===== config.mk =====
export PLATFORM = sky130hd
export DESIGN_NAME = neuron_sequencer_flat
export DESIGN_NICKNAME = d
export VERILOG_FILES = /design/src/rtl/neuron_sequencer_pkg.sv /design/src/rtl/neuron_sequencer_if.sv /design/src/rtl/neuron_sequencer_vmem_regfile.sv /design/src/rtl/neuron_sequencer.sv /design/src/flat_wrapper.sv
export SDC_FILE = /design/constraint.sdc
export NUM_CORES = 1
export LEC_CHECK = 0
export CORE_MARGIN = 3
export CORE_UTILIZATION = 50
export DETAILED_ROUTE_END_ITERATION = 10
export PLACE_DENSITY = 0.74
export SYNTH_ARGS = -nofsm -noshare
export SYNTH_HDL_FRONTEND = slang
export SYNTH_HIERARCHICAL = 1
export SYNTH_SLANG_ARGS = --single-unit

===== constraint.sdc =====
create_clock -name wb_clk_i -period 2.4 [get_ports wb_clk_i]
set_input_delay 0.36 -clock wb_clk_i [delete_from_list [all_inputs] [get_ports wb_clk_i]]
set_output_delay 0.36 -clock wb_clk_i [all_outputs]
set_load 0.005 [all_outputs]

===== src/rtl/neuron_sequencer_pkg.sv =====
// Shared types and constants for the SNN layer sequencer (package snn_pkg).
package snn_pkg;

    localparam int unsigned DEF_NUM_INPUTS  = 16;
    localparam int unsigned DEF_NUM_OUTPUTS = 10;
    localparam int unsigned DEF_WEIGHT_SIZE = 8;
    localparam int unsigned DEF_V_MEM_SIZE  = 8;
    localparam int unsigned DEF_B_SIZE      = 8;
    localparam int unsigned DEF_COUNT_WIDTH = 8;

    localparam logic FN_ADD   = 1'b0;
    localparam logic FN_DECAY = 1'b1;

    typedef enum logic [2:0] {
        IDLE,
        SCAN,
        FETCH,
        ACCUM,
        DECAY,
        DONE
    } state_e;

    function automatic int unsigned clog2_min1(input int unsigned n);
        return (n <= 1) ? 1 : $clog2(n);
    endfunction

endpackage


===== src/rtl/neuron_sequencer_if.sv =====
// Weight-fetch req/valid bus between the sequencer (master) and weight memory (slave).
interface neuron_sequencer_if #(
    parameter int unsigned ADDR_W = 8,
    parameter int unsigned DATA_W = 8
);
    logic              w_req;
    logic [ADDR_W-1:0] w_addr;
    logic              w_valid;
    logic [DATA_W-1:0] w_data;

    modport master (output w_req, w_addr, input  w_valid, w_data);
    modport slave  (input  w_req, w_addr, output w_valid, w_data);
endinterface


===== src/rtl/neuron_sequencer_vmem_regfile.sv =====
// Membrane-potential register file: one combinational read port, one write port, synchronous clear.
module vmem_regfile #(
    parameter int unsigned DEPTH = 10,
    parameter int unsigned WIDTH = 8,
    parameter int unsigned AW    = 4
) (
    input  logic             clk_i,
    input  logic             clr_i,
    input  logic             we_i,
    input  logic [AW-1:0]    waddr_i,
    input  logic [WIDTH-1:0] wdata_i,
    input  logic [AW-1:0]    raddr_i,
    output logic [WIDTH-1:0] rdata_o
);
    logic [DEPTH-1:0][WIDTH-1:0] mem_q;

    always_ff @(posedge clk_i) begin
        if (clr_i) begin
            mem_q <= '0;
        end else if (we_i) begin
            mem_q[waddr_i] <= wdata_i;
        end
    end

    assign rdata_o = mem_q[raddr_i];
endmodule


===== src/rtl/neuron_sequencer.sv =====
// Time-step controller for one SNN layer; time-multiplexes an external neuron datapath.
// Optional per-neuron saturating spike counters when SPIKE_COUNT_EN is defined.
module neuron_sequencer
    import snn_pkg::*;
#(
    parameter int unsigned NUM_INPUTS  = DEF_NUM_INPUTS,
    parameter int unsigned NUM_OUTPUTS = DEF_NUM_OUTPUTS,
    parameter int unsigned WEIGHT_SIZE = DEF_WEIGHT_SIZE,
    parameter int unsigned V_MEM_SIZE  = DEF_V_MEM_SIZE,
    parameter int unsigned B_SIZE      = DEF_B_SIZE,
    parameter int unsigned COUNT_WIDTH = DEF_COUNT_WIDTH
) (
    input  logic                   wb_clk_i,
    input  logic                   wb_rst_i,
    input  logic                   start,
    input  logic                   clear_vmem,
    input  logic [NUM_INPUTS-1:0]  in_spikes,
    input  logic [B_SIZE-1:0]      beta,
    input  logic [V_MEM_SIZE-1:0]  v_th,
    neuron_sequencer_if.master     wbus,
    output logic [WEIGHT_SIZE-1:0] n_weight,
    output logic [V_MEM_SIZE-1:0]  n_v_mem_in,
    output logic                   n_function_sel,
    input  logic                   n_spike,
    input  logic [V_MEM_SIZE-1:0]  n_v_mem_out,
    output logic                   busy,
    output logic                   done,
    output logic [NUM_OUTPUTS-1:0] out_spikes
`ifdef SPIKE_COUNT_EN
    ,
    output logic [NUM_OUTPUTS*COUNT_WIDTH-1:0] spike_count
`endif
);
    localparam int unsigned IW = clog2_min1(NUM_INPUTS);
    localparam int unsigned JW = clog2_min1(NUM_OUTPUTS);
    localparam int unsigned AW = clog2_min1(NUM_INPUTS * NUM_OUTPUTS);
    localparam logic [IW-1:0] LAST_I = IW'(NUM_INPUTS - 1);
    localparam logic [JW-1:0] LAST_J = JW'(NUM_OUTPUTS - 1);

    state_e                 state_q, state_d;
    logic [IW-1:0]          i_q, i_d;
    logic [JW-1:0]          j_q, j_d;
    logic [WEIGHT_SIZE-1:0] wt_q, wt_d;
    logic [NUM_INPUTS-1:0]  spk_q, spk_d;
    logic [NUM_OUTPUTS-1:0] out_q, out_d;

    logic                  vm_we, vm_clr;
    logic [V_MEM_SIZE-1:0] vm_rdata;

    // beta and v_th are wired to the neuron at layer level; they only pass by this block.
    logic unused_fwd;
    assign unused_fwd = ^{beta, v_th};

`ifdef SPIKE_COUNT_EN
    logic [NUM_OUTPUTS-1:0][COUNT_WIDTH-1:0] cnt_q, cnt_d;
    assign spike_count = cnt_q;
`else
    logic [COUNT_WIDTH-1:0] unused_cw;
    assign unused_cw = '0;
`endif

    vmem_regfile #(
        .DEPTH (NUM_OUTPUTS),
        .WIDTH (V_MEM_SIZE),
        .AW    (JW)
    ) u_vmem (
        .clk_i   (wb_clk_i),
        .clr_i   (vm_clr),
        .we_i    (vm_we),
        .waddr_i (j_q),
        .wdata_i (n_v_mem_out),
        .raddr_i (j_q),
        .rdata_o (vm_rdata)
    );

    always_ff @(posedge wb_clk_i) begin
        if (wb_rst_i) begin
            state_q <= IDLE;
            i_q     <= '0;
            j_q     <= '0;
            wt_q    <= '0;
            spk_q   <= '0;
            out_q   <= '0;
`ifdef SPIKE_COUNT_EN
            cnt_q   <= '0;
`endif
        end else begin
            state_q <= state_d;
            i_q     <= i_d;
            j_q     <= j_d;
            wt_q    <= wt_d;
            spk_q   <= spk_d;
            out_q   <= out_d;
`ifdef SPIKE_COUNT_EN
            cnt_q   <= cnt_d;
`endif
        end
    end

    always_comb begin
        state_d        = state_q;
        i_d            = i_q;
        j_d            = j_q;
        wt_d           = wt_q;
        spk_d          = spk_q;
        out_d          = out_q;
        vm_we          = 1'b0;
        vm_clr         = wb_rst_i;
        wbus.w_req     = 1'b0;
        wbus.w_addr    = '0;
        n_weight       = '0;
        n_v_mem_in     = '0;
        n_function_sel = FN_ADD;
`ifdef SPIKE_COUNT_EN
        cnt_d          = cnt_q;
`endif
        unique case (state_q)
            IDLE: begin
                if (clear_vmem) begin
                    vm_clr = 1'b1;
`ifdef SPIKE_COUNT_EN
                    cnt_d  = '0;
`endif
                end
                if (start) begin
                    spk_d   = in_spikes;
                    i_d     = '0;
                    j_d     = '0;
                    state_d = SCAN;
                end
            end
            // The last index is resolved by lookahead so no cycle is spent past it.
            SCAN: begin
                if (spk_q[i_q]) begin
                    j_d     = '0;
                    state_d = FETCH;
                end else if (i_q == LAST_I) begin
                    j_d     = '0;
                    state_d = DECAY;
                end else begin
                    i_d = i_q + 1'b1;
                end
            end
            FETCH: begin
                wbus.w_req  = 1'b1;
                wbus.w_addr = AW'(i_q) * AW'(NUM_OUTPUTS) + AW'(j_q);
                if (wbus.w_valid) begin
                    wt_d    = wbus.w_data;
                    state_d = ACCUM;
                end
            end
            ACCUM: begin
                n_function_sel = FN_ADD;
                n_v_mem_in     = vm_rdata;
                n_weight       = wt_q;
                vm_we          = 1'b1;
                if (j_q == LAST_J) begin
                    j_d = '0;
                    if (i_q == LAST_I) begin
                        state_d = DECAY;
                    end else begin
                        i_d     = i_q + 1'b1;
                        state_d = SCAN;
                    end
                end else begin
                    j_d     = j_q + 1'b1;
                    state_d = FETCH;
                end
            end
            DECAY: begin
                n_function_sel = FN_DECAY;
                n_v_mem_in     = vm_rdata;
                vm_we          = 1'b1;
                out_d[j_q]     = n_spike;
`ifdef SPIKE_COUNT_EN
                if (n_spike && (cnt_q[j_q] != '1)) begin
                    cnt_d[j_q] = cnt_q[j_q] + 1'b1;
                end
`endif
                if (j_q == LAST_J) begin
                    j_d     = '0;
                    state_d = DONE;
                end else begin
                    j_d = j_q + 1'b1;
                end
            end
            DONE: begin
                state_d = IDLE;
            end
            default: begin
                state_d = IDLE;
            end
        endcase
    end

    assign done       = (state_q == DONE);
    assign busy       = (state_q != IDLE) && (state_q != DONE);
    assign out_spikes = out_q;
endmodule


===== src/flat_wrapper.sv =====
// flat-port wrapper written by rule: the top's interface ports become plain ports
module neuron_sequencer_flat import snn_pkg::*;
#(
    parameter int unsigned NUM_INPUTS  = DEF_NUM_INPUTS,
    parameter int unsigned NUM_OUTPUTS = DEF_NUM_OUTPUTS,
    parameter int unsigned WEIGHT_SIZE = DEF_WEIGHT_SIZE,
    parameter int unsigned V_MEM_SIZE  = DEF_V_MEM_SIZE,
    parameter int unsigned B_SIZE      = DEF_B_SIZE,
    parameter int unsigned COUNT_WIDTH = DEF_COUNT_WIDTH
)
  (wb_clk_i, wb_rst_i, start, clear_vmem, in_spikes, beta, v_th, n_weight, n_v_mem_in, n_function_sel, n_spike, n_v_mem_out, busy, done, out_spikes, wbus_w_req, wbus_w_addr, wbus_w_valid, wbus_w_data);
  neuron_sequencer_if #(.ADDR_W(3), .DATA_W(8)) wbus_i ();
  input  logic wb_clk_i;
  input  logic wb_rst_i;
  input  logic start;
  input  logic clear_vmem;
  input  logic [NUM_INPUTS-1:0] in_spikes;
  input  logic [B_SIZE-1:0] beta;
  input  logic [V_MEM_SIZE-1:0] v_th;
  output logic [WEIGHT_SIZE-1:0] n_weight;
  output logic [V_MEM_SIZE-1:0] n_v_mem_in;
  output logic n_function_sel;
  input  logic n_spike;
  input  logic [V_MEM_SIZE-1:0] n_v_mem_out;
  output logic busy;
  output logic done;
  output logic [NUM_OUTPUTS-1:0] out_spikes;
  output wire logic [$bits(wbus_i.w_req)-1:0] wbus_w_req;
  output wire logic [$bits(wbus_i.w_addr)-1:0] wbus_w_addr;
  input wire logic [$bits(wbus_i.w_valid)-1:0] wbus_w_valid;
  input wire logic [$bits(wbus_i.w_data)-1:0] wbus_w_data;
  assign wbus_w_req = wbus_i.w_req;
  assign wbus_w_addr = wbus_i.w_addr;
  assign wbus_i.w_valid = wbus_w_valid;
  assign wbus_i.w_data = wbus_w_data;
  neuron_sequencer #(.NUM_INPUTS(NUM_INPUTS), .NUM_OUTPUTS(NUM_OUTPUTS), .WEIGHT_SIZE(WEIGHT_SIZE), .V_MEM_SIZE(V_MEM_SIZE), .B_SIZE(B_SIZE), .COUNT_WIDTH(COUNT_WIDTH)) u_core (.wb_clk_i(wb_clk_i), .wb_rst_i(wb_rst_i), .start(start), .clear_vmem(clear_vmem), .in_spikes(in_spikes), .beta(beta), .v_th(v_th), .wbus(wbus_i), .n_weight(n_weight), .n_v_mem_in(n_v_mem_in), .n_function_sel(n_function_sel), .n_spike(n_spike), .n_v_mem_out(n_v_mem_out), .busy(busy), .done(done), .out_spikes(out_spikes));
endmodule

# --- Word-level counts from Yosys, hierarchy flattened ---
# Index checks and enable logic that the tools add are counted.
word_totals:
  output_inout_bits: 33
  register_bits: 125
  inputBits: 54
classes:
  n_eq_ne: 14
  n_mul: 1
  reduce_logical: 12
  n_lt_le_gt_ge: 3
  mux: 35
  addsub: 3
ops:
  columns: ["op", "count"]
  rows:
  - ["80-bit bitwise mux", 1]
  - ["8-bit binary-select mux with 4-bit select", 1]
  - ["8-bit demux with 4-bit select", 1]
  - ["8-bit 2-to-1 mux", 4]
  - ["4-bit 2-to-1 mux", 7]
  - ["3-bit 2-to-1 mux", 8]
  - ["4-bit one-hot mux with 3 select lines", 2]
  - ["3-bit one-hot mux with 5 select lines", 1]
  - ["10-bit bitwise mux", 1]
  - ["4-bit by 5-bit < comparator with 1-bit output, second input constant", 2]
  - ["3-bit nonzero test", 3]
  - ["4-bit by 1-bit adder with 4-bit output, second input constant", 2]
  - ["4-bit == test, second input constant", 2]
  - ["4-bit AND reduction", 2]
  - ["1-bit 2-to-1 mux", 7]
  - ["3-bit by 2-bit == test with 1-bit output, second input constant", 2]
  - ["3-bit == test, second input constant", 2]
  - ["2-bit != test, second input constant", 3]
  - ["1-bit binary-select mux with 4-bit select", 1]
  - ["1-bit demux with 4-bit select", 1]
  - ["4-bit by 1-bit >= comparator with 1-bit output, second input constant", 1]
  - ["4-bit by 3-bit multiplier with 2-bit output, second input constant", 1]
  - ["2-bit by 1-bit != test with 1-bit output, second input constant", 2]
  - ["2-bit AND reduction", 2]
  - ["8 further kinds", 9]

# --- Depth between registers and ports, before layout ---
# Gate-level depths: netlist of the first run.
depth:
  word_depth: 5
  ltp_mapped: 10
  ltp_nobuf: 7

# --- Hierarchy ---
# Netlist of the first run, hierarchy kept.
modules_own_cells:
  columns: ["module", "cells_each", "n_inst", "area_each_um2", "seq_area_each_um2"]
  rows:
  - ["vmem_regfile", 450, 1, 3822.4, 1601.5]
  - ["neuron_sequencer", 304, 1, 2333.5, 900.9]

# --- Worst setup path before layout of the first run ---
# OpenSTA, ideal clock, no wires.
synth_path:
  kind: "flip-flop to flip-flop"
  start: "reg u_core.i_q[0]"
  end: "reg u_core.i_q[2]"
  setup_time_ns: 0.117
  stages_incl_launch_ff: 7
  arrival_ns: 2.199
  path_buffers: 1
  synth_period_minus_slack_ns: 2.317
  t_required_ns: 2.283
  setup_slack_ns: 0.083
  path_cell_list: "dfxtp_1 -> buf_6 -> mux4_2 -> or2_1 -> a32o_1 -> or4_1 -> a32o_1"
synth_via:
  elab_chain_len: 4
  elab_cells_between_ends: 10
  cone_classes: "add/sub (1); eq/ne (2); mux (6); reduce/logical (1)"
synth_lines:
  columns: ["item", "line_no", "rtl"]
  rows:
  - ["start: declaration", "neuron_sequencer.sv:41", "logic [IW-1:0] i_q, i_d;"]
  - ["start signal: assignment", "neuron_sequencer.sv:89", "i_q <= i_d;"]
  - ["4-bit by 1-bit adder with 4-bit output (tied with other cells)", "neuron_sequencer.sv:141, neuron_sequencer.sv:162", null]
  - ["4-bit 2-to-1 mux or 1-bit 2-to-1 mux (tied branches)", "neuron_sequencer.sv:137, neuron_sequencer.sv:159, neuron_sequencer.sv:134", null]
  - ["4-bit 2-to-1 mux (tied with other cells)", "neuron_sequencer.sv:157", "if (j_q == LAST_J) begin"]
  - ["4-bit one-hot mux with 3 select lines or 4-bit AND reduction (tied branches)", null, null]
# Several ways; a longest one is shown, not always the timed one. The select of a mux whose other input is x is not followed.
# A chain may end at the register's enable or synchronous reset.

# --- Worst setup path in the final report of the first run ---
layout_path:
  start: "reg u_core.j_q[1]"
  end: "out n_v_mem_in[2]"
layout_via:
  elab_chain_len: 3
layout_lines:
  columns: ["item", "line_no", "rtl"]
  rows:
  - ["start: declaration", "neuron_sequencer.sv:42", "logic [JW-1:0] j_q, j_d;"]
  - ["start signal: assignment", "neuron_sequencer.sv:90", "j_q <= j_d;"]
  - ["8-bit binary-select mux with 4-bit select", "neuron_sequencer_vmem_regfile.sv:25", "assign rdata_o = mem_q[raddr_i];"]
  - ["8-bit 2-to-1 mux (not written as such)", "neuron_sequencer_vmem_regfile.sv:25", null]
  - ["net u_core.vm_rdata[2]", "neuron_sequencer.sv:48", "logic [V_MEM_SIZE-1:0] vm_rdata;"]
  - ["8-bit 2-to-1 mux", "neuron_sequencer.sv:117", "unique case (state_q)"]
  - ["end: declaration", "flat_wrapper.sv:21", "output logic [V_MEM_SIZE-1:0] n_v_mem_in;"]
# The timed path passes the listed nets, and every way through them passes these cells. The select of a mux whose other input is x is not followed.

==> results by group, run 1 <==
Worst setup path
  • Sum of buffers and inverters on the critical path: 2
  • Critical setup path kind: reg2out
  • Critical Path Start Type: register
  • Data arrival time of the worst path: 2.03 ns
  • Gate family responsible for the most delay along the worst path: multiplexers
  • Critical-path top delay cell: mux4_2
  • Required time worst endpoint: 2.04 ns
  • Worst-path cell chain: buf_12 -> mux4_2 -> o22ai_4 -> o32ai_1 -> nor2b_1 -> clkbuf_2
  • Endpoint class of the critical path: output pin
  • Max stage delay on crit path: 0.54 ns
  • Crit path max fanout: 5

Global routing
  • Global-route wire length before repair: 28,600 um
  • Aggregate global routing overflow: 0
  • Number of global-route vias before repair: 5,870
  • Largest net degree at the start of global routing: 44
  • Global router's overall resource usage: 26.7%
  • Initial antenna violation count: 0

Yosys
  • Synthesized cell area: 6160 um^2
  • Number of standard cells after synthesis: 754
  • FF+latch count, synth: 125
  • EDFF count, synth: 0
  • Mean instance size in the synthesized netlist: 8.16 um^2
  • Share of flip-flops with an asynchronous set or reset: 0%
  • Count of warnings emitted by yosys: 6
  • Sequential element share of the synthesized area: 40.7%
  • Most instantiated flip-flop cell in the synthesis netlist: dfxtp_1
  • Post-synthesis net count: 810
  • Number of distinct library cells after synthesis: 54

Power
  • Power Dens Cells: 636 nW/um^2
  • IR drop worst, VDD: 0.000535 V
  • PnR Total Power: 4.96 mW
  • Total leakage power: 2.64 nW

STA
  • Worst Slack Setup Final: 0.00961 ns
  • Count of final setup violators: 0
  • Highest clock rate: 0.418 GHz
  • Headroom to the max-slew limit: 60.2%
  • Final period util: 99.6%
  • Count of final max-slew check failures: 0
  • RSZ-0062 raised after global routing: yes
  • Slew of the pin with the lowest slew margin: 0.593 ns
  • Total negative setup slack: 0 ns
  • Worst hold slack across all endpoints: 0.449 ns
  • Post-route minimum period: 2.39 ns
  • Fin Clk Skew: 0.00775 ns
  • Count of final hold-check violations: 0

Floorplan
  • Core Rows: 39
  • Starting density of the core: 52.6%
  • Overall die area: 13,700 um^2
  • Die Width: 117 um
  • Number of I/O pins: 87
  • Placeable Area: 11,700 um^2
  • Height of the die: 117 um

Cells and area
  • Fill cells: 963
  • Area grow syn2layout: 26.6%
  • Most frequent cells in the layout: dfxtp_1 (120), a21oi_1 (116), nand3_1 (90)
  • Fraction of layout cells with a size suffix above 1: 16.5%
  • Commonest non-fill, non-tap cell in the layout: dfxtp_1
  • Ant diodes: 0
  • Final net count: 868
  • Final cell utilization of the core: 66.6%

Clock tree
  • CTS HTree Levels: 4
  • CTS tree: yes
  • Insertion delay of the later-clocked pin in the worst-skew pair: 0.41 ns
  • TritonCTS Buffers: 17
  • Clock-pin slew of the registers on the worst-case setup and hold paths: 0.05 ns
  • Maximum buffer depth of the clock tree: 2
  • Root buffer cell: clkbuf_16
  • Clock sink total: 125
  • Number of hold buffers added after CTS: 0

Status
  • Outcome: finished, final reports clean

Place
  • Number of buffers inserted by port buffering: 70
  • Gpl congestion: 0.839
  • Pre-CTS WS: -0.0900 ns
  • Post-DP HPWL: 11,100 um

Routing
  • Post-route DRC violation count: 0
  • Initial DRC count: 490
  • Overall routed net length: 18,000 um
  • Vias per Instance: 6.20
  • DR pass1 iterations: 5
  • Vias: 6,000
  • Antenna Nets Post-Route: 0
  • DR WL/cell: 18.6 um

Run
  • # Max-Cap Violations: 0

Worst hold path
  • Type of the tightest min-delay check: reg2reg
-- through the flow --
step / cell area [um^2] / instances
after floorplan: 6160 / 754
after global placement: 7020 / 929
after detailed placement: 7020 / 929
after CTS: 7760 / 967
after global routing: 7800 / 968
final: 7800 / 968
-- final timing paths --
check	from	endpoint	slack, ns	cells after the start
hold reg to reg	u_core/wt_q[5]	u_core/wt_q[5]	0.45	2
setup / recovery	u_core/j_q[1]	n_v_mem_in[2]	0.01	6
setup reg to reg	u_core/i_q[0]	u_core/i_q[2]	0.13	5
hold / removal	u_core/wt_q[5]	u_core/wt_q[5]	0.45	2
-- cell families (layout without fill, tap and decap cells) --
logic type      Yosys count  in the layout  share of synthesized area, %
compound gates          246            246                          22.3
fa+ha+maj                 2              2                         0.406
mux                      38             38                          8.52
xor+xnor                  2              2                         0.285
flops                   125            125                          40.7
simple gates            257            257                          21.2
buf+inv                  84            155                          6.73
-- area by class of cell --
type                    count  area (um^2)  share of cell area, %
repair buffers            116         1120                   14.4
flip-flops and latches    125         2510                   32.2
multi-input cells         545         3370                   43.3
well taps                 143          179                   2.29
inverters                   7         26.3                  0.337
clock inverters             7         85.1                   1.09
clock buffers              25          495                   6.36
-- Yosys cell counts (2+ instances only) --
| cell type | count | area [um^2] |
|---|---|---|
| nor3_1 | 9 | 45.0 |
| o21ai_0 | 66 | 330 |
| nor2b_1 | 24 | 150 |
| nor2_1 | 19 | 71.3 |
| buf_6 | 8 | 90.1 |
| o32ai_1 | 9 | 78.8 |
| and2_1 | 14 | 87.6 |
| nor3b_1 | 3 | 22.5 |
| or2_1 | 2 | 12.5 |
| and3_1 | 2 | 12.5 |
| a31oi_1 | 2 | 12.5 |
| nand3b_1 | 3 | 22.5 |
| o21ai_2 | 2 | 17.5 |
| o22ai_1 | 8 | 50.1 |
| buf_1 | 3 | 11.3 |
| inv_1 | 7 | 26.3 |
| a22oi_1 | 2 | 15.0 |
| xnor2_1 | 2 | 17.5 |
| dfxtp_1 | 125 | 2500 |
| nand3_1 | 90 | 450 |
| ha_1 | 2 | 25.0 |
| and3b_1 | 3 | 26.3 |
| mux2i_1 | 19 | 190 |
| a32o_1 | 3 | 30.0 |
| o21ai_1 | 18 | 90.1 |
| a211oi_1 | 9 | 67.6 |
| a221oi_1 | 3 | 26.3 |
| mux2_2 | 9 | 101 |
| mux4_2 | 8 | 180 |
| buf_4 | 6 | 45.0 |
| nand2b_1 | 6 | 37.5 |
| mux4_1 | 2 | 52.6 |
| clkbuf_1 | 47 | 176 |
| nand2_1 | 72 | 270 |
| a21oi_1 | 116 | 581 |
| or3_1 | 2 | 12.5 |
| buf_2 | 12 | 60.1 |
-- sequential cells by signal (all words and copies together), names as in the netlist --
name	flops
u_core/state_q	3
u_core/spk_q	16
u_core/i_q	4
u_core/out_spikes	10
u_core/j_q	4
u_core/u_vmem/mem_q	80
u_core/wt_q	8
-- what timing repair did --
item	in CTS	in global routing
resized for setup	45	22
cloned	1	0
endpoints found under the setup margin	77	15
pin swaps	8	8
setup buffers	5	2
-- per-layer routing --
layer  share of wire [%]  up-vias  GRT usage, %
li1                    -     2819             -
met1                  39     2850          32.3
met2                  50      296          45.4
met3                 8.7       35          6.94
met4                 2.0        0          10.6
met5                   0        -             0
-- worst min-delay path, stage by stage (launching register included) --
cell and delay, ns:
dfxtp_1 0.30, nand2_1 0.05, a21oi_1 0.05
-- report_power, final --
group | total, mW | leakage, nW | internal [mW] | switching [mW]
Sequential | 2.12 | 1.01 | 2.10 | 0.0158
Combinational | 0.345 | 1.34 | 0.154 | 0.191
Clock | 2.50 | 0.291 | 1.63 | 0.870
No activity file was read; power rests on OpenSTA's default activity.
==> run 2: changes to the inputs <==
--- a/config.mk
+++ b/config.mk
@@ -8,7 +8,9 @@
 export CORE_MARGIN = 3
 export CORE_UTILIZATION = 50
 export DETAILED_ROUTE_END_ITERATION = 10
+export MAX_ROUTING_LAYER = met4
 export PLACE_DENSITY = 0.74
+export SLEW_MARGIN = 20
 export SYNTH_ARGS = -nofsm -noshare
 export SYNTH_HDL_FRONTEND = slang
 export SYNTH_HIERARCHICAL = 1
==> results by group, run 2 (synthesized netlist as in run 1, its figures left out) <==
Floorplan
  • Placeable Area: 11,700 um^2 (unchanged)
  • Starting density of the core: 52.6% (unchanged)
  • Core Rows: 39 (unchanged)
  • Height of the die: 117 um (unchanged)
  • Overall die area: 13,700 um^2 (unchanged)
  • Number of I/O pins: 87 (unchanged)
  • Die Width: 117 um (unchanged)

STA
  • Fin Clk Skew: 0.00775 ns (-0.00000303 ns)
  • Count of final hold-check violations: 0 (unchanged)
  • Total negative setup slack: 0 ns (unchanged)
  • Count of final max-slew check failures: 0 (unchanged)
  • Highest clock rate: 0.419 GHz (about the same)
  • Final period util: 99.6% (about the same)
  • Worst Slack Setup Final: 0.0107 ns (+0.00112 ns)
  • RSZ-0062 raised after global routing: yes
  • Headroom to the max-slew limit: 60.9% (+0.70 points)
  • Count of final setup violators: 0 (unchanged)
  • Worst hold slack across all endpoints: 0.449 ns (-0.0000370 ns)
  • Slew of the pin with the lowest slew margin: 0.583 ns (-0.0104 ns)
  • Post-route minimum period: 2.39 ns (-0.00112 ns)

Global routing
  • Global-route wire length before repair: 28,600 um (about the same)
  • Layer carrying the most global-route usage: met2
  • Aggregate global routing overflow: 0 (unchanged)
  • Largest net degree at the start of global routing: 44 (unchanged)
  • GR Util met3: 6.94% (unchanged)
  • Met1 demand-to-capacity share in global routing: 32.3% (about the same)
  • Fraction of met2 tracks used by global routing: 45.5% (+0.076 points)
  • Number of global-route vias before repair: 5,876 (+0.10%)
  • Initial antenna violation count: 0 (unchanged)
  • Global router's overall resource usage: 27.5% (+0.81 points)

Power
  • Total leakage power: 2.64 nW (unchanged)
  • PnR Total Power: 4.96 mW (about the same)
  • Power Dens Cells: 637 nW/um^2 (about the same)
  • IR drop worst, VDD: 0.000534 V (-0.22%)

Cells and area
  • Commonest non-fill, non-tap cell in the layout: dfxtp_1
  • Footprint of the multi-input gates: 3370 um^2 (unchanged)
  • Final cell utilization of the core: 66.6% (unchanged)
  • Area grow syn2layout: 26.6% (unchanged)
  • Register cell area after layout: 2510 um^2 (unchanged)
  • Fill cells: 963 (unchanged)
  • Most frequent cells in the layout: dfxtp_1 (120), a21oi_1 (116), nand3_1 (90)
  • Fraction of layout cells with a size suffix above 1: 16.5% (unchanged)
  • Layout Cells excl Fill: 968 (unchanged)
  • Register name with the most flops: u_core/u_vmem/mem_q
  • Final net count: 868 (unchanged)
  • Ant diodes: 0 (unchanged)
  • Max FFs per register: 80 (unchanged)
  • Cell area after layout: 7800 um^2 (unchanged)

Worst setup path
  • Worst-path cell chain: buf_12 -> mux4_2 -> o22ai_4 -> o32ai_1 -> nor2b_1 -> clkbuf_2
  • Max stage delay on crit path: 0.54 ns (about the same)
  • Critical setup path kind: reg2out
  • Endpoint class of the critical path: output pin
  • Critical Path Start Type: register
  • Critical-path top delay cell: mux4_2
  • Required time worst endpoint: 2.04 ns (about the same)
  • Data arrival time of the worst path: 2.03 ns (about the same)
  • Crit path max fanout: 5 (unchanged)

Routing
  • DR WL/cell: 18.6 um (about the same)
  • DR pass1 iterations: 5 (unchanged)
  • Antenna Nets Post-Route: 0 (unchanged)
  • Post-route DRC violation count: 0 (unchanged)
  • Overall routed net length: 18,000 um (about the same)
  • Vias: 6,018 (+0.30%)
  • Initial DRC count: 482 (-1.6%)
  • Vias per Instance: 6.22 (+0.30%)

Clock tree
  • Clock sink total: 125 (unchanged)
  • TritonCTS Buffers: 17 (unchanged)
  • Clock-pin slew of the registers on the worst-case setup and hold paths: 0.05 ns (about the same)
  • Insertion delay of the later-clocked pin in the worst-skew pair: 0.41 ns (about the same)
  • CTS HTree Levels: 4 (unchanged)
  • Root buffer cell: clkbuf_16
  • Maximum buffer depth of the clock tree: 2 (unchanged)
  • CTS tree: yes

Place
  • Post-DP HPWL: 11,100 um (unchanged)
  • Number of buffers inserted by port buffering: 70 (unchanged)
  • Gpl congestion: 0.852 (+1.5%)
  • Placement Cell Area: 7020 um^2 (unchanged)
  • Pre-CTS WS: -0.0900 ns (unchanged)
  • Placed instance count: 929 (unchanged)

Run
  • # Max-Cap Violations: 0 (unchanged)

Worst hold path
  • Type of the tightest min-delay check: reg2reg

Status
  • Outcome: finished, final reports clean
-- run 2: cell counts in the layout (fill, tap and decap cells not counted) --
No cell type changed its count.
-- run 2: timing repair --
| action | CTS | global route |
|---|---|---|
| cloned | 1 | 0 |
| endpoints found under the setup margin | 77 | 15 |
| resized for setup | 45 | 22 |
| pin swaps | 8 | 8 |
| hold buffers | 0 | 0 |
| setup buffers | 5 | 2 |
-- run 2: worst paths after layout --
| kind | startpoint | to | slack, ns | depth (start not counted) |
|---|---|---|---|---|
| setup / recovery | u_core/j_q[1] | n_v_mem_in[2] | 0.01 | 6 |
| hold / removal | u_core/wt_q[5] | u_core/wt_q[5] | 0.45 | 2 |
| setup reg to reg | u_core/i_q[0] | u_core/i_q[2] | 0.14 | 5 |
| hold reg to reg | u_core/wt_q[5] | u_core/wt_q[5] | 0.45 | 2 |
-- run 2: layout make-up --
cell class,count,area share [%]
clock buffer,25,6.36
clock inverter,7,1.09
inverter,7,0.337
multi-input combinational,545,43.3
sequential,125,32.2
tap,143,2.29
timing repair buffer,116,14.4
-- run 2: layer usage --
layer / routed length [um] / part of all wire (%)
met2: 8990 / 50
met4: 421 / 2.3
met3: 1500 / 8.3
met1: 7110 / 39
met5: 0 / 0
-- run 2: critical path: cells and delay by family (launching register included) --
| family | cells | cell delay [ns] |
|---|---|---|
| buffers and inverters | 2 | 0.24 |
| DFF | 1 | 0.37 |
| AOI/OAI and AO/OA | 2 | 0.31 |
| and+or+nand+nor | 1 | 0.14 |
| muxes | 1 | 0.54 |
-- run 2: power by group --
group          switching, mW  internal, mW
logic                  0.192         0.154
registers             0.0158          2.10
clock network          0.873          1.63
==> edit, RTL diff (flow settings as in run 2) <==
Encoding of `state_e`: now Gray code (3 bits for 6 states).
--- a/src/rtl/neuron_sequencer_pkg.sv
+++ b/src/rtl/neuron_sequencer_pkg.sv
@@ -13,10 +13,10 @@
 
     typedef enum logic [2:0] {
-        IDLE,
-        SCAN,
-        FETCH,
-        ACCUM,
-        DECAY,
-        DONE
+        IDLE  = 3'b000,
+        SCAN  = 3'b001,
+        FETCH = 3'b011,
+        ACCUM = 3'b010,
+        DECAY = 3'b110,
+        DONE  = 3'b111
     } state_e;
 
Function: no difference found for any inputs over 4 cycles, from zero or initial values and one cycle with wb_rst_i high; so few cycles prove little.
==> edit against run 2 <==
The flow now finishes with violations (negative setup slack); sequential share of layout area down 0.24 points; synthesized cell count down 1.5%; via count down 0.93%; sequential cell count unchanged; count of clock-buffer cells in the layout down 4; synthesized area up 0.20%; first-iteration DRC count up 10%; wire length down 1.4%; setup slack worse by 74 ps; die area up 0.19%; clock skew down 1.1 ps; cell area up 0.74%; highest routed layer unchanged.
Power is not compared: it rests on default switching activity, and its combinational part moved more than twofold at a synthesized area within 25%.
==> edit: results (changes against run 2) <==
[sta]
finClkSkew_ps = 6.60  ; -1.14 ps
fin_ws_ps = -63.3  ; -74.0 ps
slew_violations = 0  ; unchanged
tns_ps = -287  ; -287 ps
finalSetupViolCount = 7  ; +7
slew_headroom_pct = 59.8  ; -1.1 points

[detailed_routing]
routed_via_density = 6.21  ; -0.10%
first_pass_iters = 5  ; unchanged
drt_iter0_markers = 532  ; +10%
drt_wl_total_um = 17800  ; -1.4%

[placed_design]
globalplace.congestion = 0.880  ; +3.2%
post-dp-hpwl_um = 10600  ; -4.5%
dpl_cell_area_um2 = 6990  ; -0.50%
port_buffers = 70  ; unchanged

[status]
violations = negative setup slack
status = complete, but fails checks

[final_layout]
n_fill_cell = 961  ; -0.21%
final_layout_size_suffix_gt1_share_pct = 17.9  ; +1.4 points
final_nets = 860  ; -0.92%

[synthesis]
ys_top_cells_by_count = 125 x dfxtp_1, 110 x a21oi_1, 85 x nand3_1, 64 x o21ai_0, 62 x nand2_1
seq_area_frac_synth_pct = 40.6  ; -0.082 points
synth-warning-count = 6  ; unchanged
synth_top_cell_area_share_pct = 40.6  ; -0.082 points
synth_async_sr_flop_share_pct = 0  ; unchanged
synth_area_leaders = dfxtp_1 41%, a21oi_1 8.9%, nand3_1 6.9%
syn-num-nets = 799  ; -1.4%
synth_cell_type_count = 64  ; +19%

[worst_setup_path]
slowest_delay_ps = 490  ; -50 ps
crit_fanout = 5  ; unchanged
critical_path_arrival_ps = 2100  ; +70 ps
r2r_cells = 7  ; +2
path_delay_family = multiplexers

[global_route]
grt.total_usage_pct = 27.7  ; +0.15 points
grt_max_degree = 81  ; +84%
grt_pass1_vias = 6122  ; +4.2%
grt_pass1_wl_um = 28900  ; +0.99%

[pwr]
peakVddDrop_v = 0.000767
leakage_nw = 2.66

[cts]
ctsRootBufferMaster = clkbuf_16
clkLatencyLatePin_ps = 420
numCtsBuffers = 17  ; unchanged
htree_levels = 4  ; unchanged

[worst_hold_path]
hp-class = reg -> reg
holdPathStages = 2  ; unchanged

[edit: worst paths after layout]
kind / start / endpoint / slack [ps]
min: u_core/wt_q[2] / u_core/wt_q[2] / 450
max: u_core/j_q[1] / n_v_mem_in[4] / -60
max reg2reg: u_core/j_q[1] / u_core/i_q[0] / 170
min reg2reg: u_core/wt_q[2] / u_core/wt_q[2] / 450
[edit: power by group]
part	internal (mW)	switching [mW]	total, mW
Sequential	2.21	0.145	2.35
Combinational	0.767	1.07	1.84
Clock	1.60	0.912	2.51
Total	4.58	2.13	6.70
[edit: what timing repair did]
item	4_1_cts	5_1_grt
pin swaps	18	24
resized for setup	55	23
setup endpoints to repair	10	24
buffers inserted	10	3
gates cloned	0	1
[edit: logic make-up (layout without fill, tap and decap cells)]
logic type	Yosys count	count (layout)	share of synthesized area [%]
xor gates and xnor gates	3	3	0.426
DFF	125	125	40.6
muxes	42	42	9.15
adders and majority gates	2	2	0.406
AOI/OAI and AO/OA	241	241	22.3
buffers and inverters	78	152	6.35
and+or+nand+nor	252	252	20.8
[edit: per-layer routing]
layer / up-vias / part of all wire, % / track usage, %
met4: 0 / 3.0 / 14.4
met3: 48 / 7.3 / 6.43
met5: - / 0 / -
met1: 2852 / 39 / 30.3
met2: 270 / 51 / 46.8
li1: 2792 / - / -
[edit: metrics by stage]
| step | worst slack (ps) | std cells |
|---|---|---|
| after floorplan | 308 | 743 |
| after global placement | -44.7 | 916 |
| after detailed placement | -93.1 | 916 |
| after CTS | -156 | 958 |
| after global routing | -137 | 960 |
| final | -63.3 | 960 |
[edit: layout make-up]
class,instances,area [um^2],share of cell area [%]
clock buffer,21,470,5.99
clock inverter,11,116,1.48
inverter,3,11.3,0.143
multi-input combinational,540,3440,43.8
sequential,125,2510,32.0
tap,143,179,2.28
timing repair buffer,117,1120,14.3
[edit: worst min-delay path, stage by stage, from the launching register on]
cell     delay (ps)
dfxtp_1         300
nand2_1          50
a21oi_1          50
